File: src/rtl/word_serializer_if.sv
// word_serializer_if
//   Bundles the two handshakes of word_serializer: the parallel word input
//   (in_valid / in_ready / in) and the serial bit output
//   (out_valid / out_ready / out / out_last).
//   master : the side that supplies words and consumes bits (upstream/downstream)
//   slave  : the serializer itself
interface word_serializer_if #(
  parameter int W = 8
);
  logic         in_valid;
  logic         in_ready;
  logic [W-1:0] in;
  logic         out_valid;
  logic         out_ready;
  logic         out;
  logic         out_last;

  modport master (
    output in_valid, in, out_ready,
    input  in_ready, out_valid, out, out_last
  );

  modport slave (
    input  in_valid, in, out_ready,
    output in_ready, out_valid, out, out_last
  );
endinterface

File: src/rtl/word_serializer.sv
// word_serializer
//   Parallel-in / serial-out stage. Takes one W-bit word per input handshake
//   and shifts it out one bit per output handshake, MSB first. A new word can
//   be loaded in the same cycle the final bit of the previous word leaves, so
//   back-to-back words stream at one bit per cycle with no bubble.
// Ports
//   clock_i : clock, all state changes on the rising edge
//   reset_i : synchronous active-high reset
//   bus     : word_serializer_if slave
//             in_valid/in_ready/in          parallel word handshake
//             out_valid/out_ready/out       serial bit handshake
//             out_last                      bit is the LSB of its word
module word_serializer #(
  parameter int W = 8
) (
  input  logic              clock_i,
  input  logic              reset_i,
  word_serializer_if.slave  bus
);

  localparam int CW = $clog2(W + 1);

  // The bit counter doubles as the state: zero means EMPTY, anything else
  // means BUSY with that many bits still to send.
  localparam logic [CW-1:0] CNT_EMPTY = '0;
  localparam logic [CW-1:0] CNT_LAST  = CW'(1);
  localparam logic [CW-1:0] CNT_FULL  = CW'(W);

  logic [W-1:0]  sr_q, sr_d;
  logic [CW-1:0] cnt_q, cnt_d;

  logic busy;
  logic in_fire;
  logic out_fire;

  assign busy = (cnt_q != CNT_EMPTY);

  // Outputs are forced low during reset regardless of the register contents,
  // so they are clean even before the first reset edge has landed.
  assign bus.out_valid = !reset_i && busy;
  assign bus.out       = bus.out_valid && sr_q[W-1];
  assign bus.out_last  = !reset_i && (cnt_q == CNT_LAST);

  // Ready when empty, or when the final bit is leaving this very cycle.
  // This is the only combinational input-to-output path (out_ready -> in_ready).
  assign bus.in_ready  = !reset_i &&
                         ((cnt_q == CNT_EMPTY) ||
                          ((cnt_q == CNT_LAST) && bus.out_ready));

  assign in_fire  = bus.in_valid && bus.in_ready;
  assign out_fire = bus.out_valid && bus.out_ready;

  always_comb begin
    sr_d  = sr_q;
    cnt_d = cnt_q;
    if (in_fire) begin
      // Loading wins: it also covers the last bit leaving in the same cycle.
      sr_d  = bus.in;
      cnt_d = CNT_FULL;
    end else if (out_fire) begin
      sr_d  = sr_q << 1;
      cnt_d = cnt_q - CNT_LAST;
    end
  end

  always_ff @(posedge clock_i) begin
    if (reset_i) begin
      sr_q  <= '0;
      cnt_q <= CNT_EMPTY;
    end else begin
      sr_q  <= sr_d;
      cnt_q <= cnt_d;
    end
  end

endmodule

File: src/flat_wrapper.sv
// flat-port wrapper written by rule: the top's interface ports become plain ports
module word_serializer_flat 
#(
  parameter int W = 8
)
  (clock_i, reset_i, bus_in_valid, bus_in, bus_out_ready, bus_in_ready, bus_out_valid, bus_out, bus_out_last);
  word_serializer_if #(.W(W)) bus_i ();
  input  logic clock_i;
  input  logic reset_i;
  input wire logic [$bits(bus_i.in_valid)-1:0] bus_in_valid;
  input wire logic [$bits(bus_i.in)-1:0] bus_in;
  input wire logic [$bits(bus_i.out_ready)-1:0] bus_out_ready;
  output wire logic [$bits(bus_i.in_ready)-1:0] bus_in_ready;
  output wire logic [$bits(bus_i.out_valid)-1:0] bus_out_valid;
  output wire logic [$bits(bus_i.out)-1:0] bus_out;
  output wire logic [$bits(bus_i.out_last)-1:0] bus_out_last;
  assign bus_i.in_valid = bus_in_valid;
  assign bus_i.in = bus_in;
  assign bus_i.out_ready = bus_out_ready;
  assign bus_in_ready = bus_i.in_ready;
  assign bus_out_valid = bus_i.out_valid;
  assign bus_out = bus_i.out;
  assign bus_out_last = bus_i.out_last;
  word_serializer #(.W(W)) u_core (.clock_i(clock_i), .reset_i(reset_i), .bus(bus_i));
endmodule
File: config.mk
export PLATFORM = sky130hd
export DESIGN_NAME = word_serializer_flat
export DESIGN_NICKNAME = d
export VERILOG_FILES = /design/src/rtl/word_serializer_if.sv /design/src/rtl/word_serializer.sv /design/src/flat_wrapper.sv
export SDC_FILE = /design/constraint.sdc
export NUM_CORES = 1
export LEC_CHECK = 0
export ABC_AREA = 1
export BUFFER_PORTS_ARGS = -buffer_cell sky130_fd_sc_hd__buf_2
export CORE_MARGIN = 2
export CORE_UTILIZATION = 45
export CTS_CLUSTER_DIAMETER = 200
export DETAILED_ROUTE_END_ITERATION = 10
export GPL_TIMING_DRIVEN = 0
export PLACE_DENSITY = 0.74
export SLEW_MARGIN = 30
export SYNTH_ARGS = -nofsm -noshare
export SYNTH_HDL_FRONTEND = slang
export SYNTH_SLANG_ARGS = --single-unit
File: constraint.sdc
create_clock -name clock_i -period 3.2 [get_ports clock_i]
set_input_delay 0.16 -clock clock_i [delete_from_list [all_inputs] [get_ports clock_i]]
set_output_delay 0.16 -clock clock_i [all_outputs]
set_load 0.1 [all_outputs]
==> results.json <==
{
  "clk_pin_slew_worst_paths_ns": 0.08,
  "gp_congestion": 0.855,
  "synth.top_cell.area_share_pct": 32.6,
  "slew_headroom_pct": 67.8,
  "ys_types": 19,
  "setup_slack_ns": 1.36,
  "drtIter0Drc": 13,
  "cts_resized": 0,
  "die_area_sq_mm": 0.00198,
  "criticalPathCategory": "flip-flop to output port",
  "antenna_cells": 0,
  "required_ns": 3.04,
  "finalCriticalPeriod_ns": 1.84,
  "synth_flop_cell": "dfxtp_1",
  "ys_warn_count": 0,
  "dp_hpwl_mm": 1.04,
  "worst_hold_path_type": "primary input to flip-flop",
  "whs_ns": 0.140,
  "maxSlewViolCount": 0,
  "rsz0062_at_grt": "false",
  "drc": 0,
  "tightestPinTransition_ns": 0.486,
  "h-tree-depth": 1,
  "die_y_um": 44.5,
  "cts_tree": "built",
  "fin_crit_sh_pct": 57.6,
  "p_leak_uw": 0.000432,
  "finalClockSkew_ns": 0.00504,
  "viasPerCell": 4.80,
  "grt_max_degree": 11,
  "setup_viol": 0,
  "p_per_area_mw_per_mm2": 511,
  "async_flop_share_pct": 0,
  "place_inst": 147,
  "hold_viol": 0,
  "ant_nets": 0,
  "clk-insertion-delay-late_ns": 0.28,
  "clock-sinks": 12,
  "seqCellArea_sq_um": 240,
  "grt_pass1_vias": 597,
  "fillCellCount": 161,
  "synth_nets": 131,
  "synthTopCellsByArea": "dfxtp_1, nor2_1, nand2_1",
  "dp_worst_setup_slack_ns": 1.67,
  "cts_max_path_buffers": 2,
  "rrSetupSlack_ns": 1.65,
  "num_vias": 725,
  "start_util_pct": 48.4,
  "area_growth_pct": 18.0,
  "cp_slowest_cell": "buf_2",
  "worstPathMaxFanout": 10,
  "final_nets": 150,
  "numCtsBuffers": 3,
  "critPathLaunchType": "flip-flop",
  "endpoint_kind": "output port",
  "fin_cells": 151,
  "cts_setup_buffers": 0,
  "status": "complete, no violations",
  "cpPeakStageDelay_ns": 0.45,
  "ys_seq_area_share_pct": 32.6,
  "grt-ovfl-total": 0,
  "synth_area_leader_cell": "dfxtp_1",
  "synth_edf_count": 0,
  "multi_input_area_sq_um": 404,
  "path_cells": "inv_1, ha_1, nand3_1, nand2_4, buf_2",
  "cts-hold-fix-buffers": 0,
  "maxCapViolations": 0,
  "max_freq_mhz": 542,
  "ir_worst_vdd_uv": 303,
  "wl_per_cell_um": 9.56,
  "io_buffer_count": 14,
  "synth_commonest_cells": "nor2_1, nand2_1, inv_1",
  "core_sq_mm": 0.00152,
  "synthCells": 117,
  "synth_seq_cells": 12,
  "cp.arrival_ns": 1.68,
  "grtUsageTotal_pct": 16.0,
  "ioPinCount": 16,
  "die_w_um": 44.5,
  "synth_most_common_cell": "nor2_1",
  "drt_wl_total_mm": 1.44,
  "root_buffer": "clkbuf_4",
  "antenna_found_initial": 0,
  "drt-pass1-iter-count": 4,
  "post_synth.cell_area_avg_sq_um": 6.30,
  "netlist_area_sq_um": 737,
  "layout-drive-gt1-share_pct": 20.7,
  "grt_pass1_wl_mm": 2.37,
  "rows": 14,
  "fin_setup_tns_ns": 0
}
cell families after synthesis:
family / synth area share (%)
AND/OR/NAND/NOR: 45.0
buffers and inverters: 13.4
flip-flops: 32.6
AO/OA/AOI/OAI: 5.60
adder cells (fa/ha/maj): 3.40
worst max-delay path: cells and delay by family, from the launching register on:
family | cells | cell delay, ns
flip-flops | 1 | 0.33
AND/OR/NAND/NOR | 2 | 0.30
adder cells (fa/ha/maj) | 1 | 0.22
buffers and inverters | 2 | 0.55
layer usage:
metal	GRT usage [%]	vias up	share of wire, %
met3	4.08	4	5.4
li1	-	393	-
met1	20.7	312	48
met4	5.45	0	1.3
met5	0	-	0
met2	25.8	16	45
worst paths after layout:
kind	depth (start not counted)	endpoint	start
min	3	u_core.sr_q[0]	bus_in[0]
min reg2reg	2	u_core.sr_q[0]	u_core.sr_q[0]
max	5	bus_in_ready	u_core.cnt_q[0]
max reg2reg	9	u_core.sr_q[4]	u_core.cnt_q[0]
flip-flops by register name, summed over array words and instances, names as in the netlist:
name and cells:
u_core.sr_q 8, u_core.cnt_q 4
cell usage in the layout, fill, tap and decap left out:
cell	count
a21oi_1	4
or2_0	1
inv_1	17
o21a_1	1
nor2_1	28
buf_6	2
o21ai_0	1
nand2_4	2
nand3_2	1
nand3b_1	1
buf_4	1
buf_2	15
dfxtp_1	12
nand3_1	14
nor4_2	1
clkbuf_8	1
clkbuf_4	3
nor2_2	1
ha_1	2
a21oi_2	1
nand2_1	26
power breakdown:
part	switching, uW	internal [uW]	leakage (uW)
Sequential	8.70	162	0.0000979
Combinational	105	44.5	0.000313
Clock	54.6	69.2	0.0000210
metrics by stage:
step	utilization, %	total power (uW)	instance area [sq um]
3_5_place_dp	54.7	324	833
5_1_grt	57.1	470	870
6_report	57.1	445	870
2_1_floorplan	-	297	743
3_3_place_gp	54.7	322	833
4_1_cts	57.1	447	870
final cells by class:
class / count / area share (%)
tap: 16 / 2.30
timing repair buffer: 14 / 8.06
inverter: 17 / 7.34
sequential: 12 / 27.6
clock buffer: 4 / 4.17
multi-input combinational: 84 / 46.5
buffer: 4 / 4.03
Note: power is estimated with default switching activity, not from simulation.
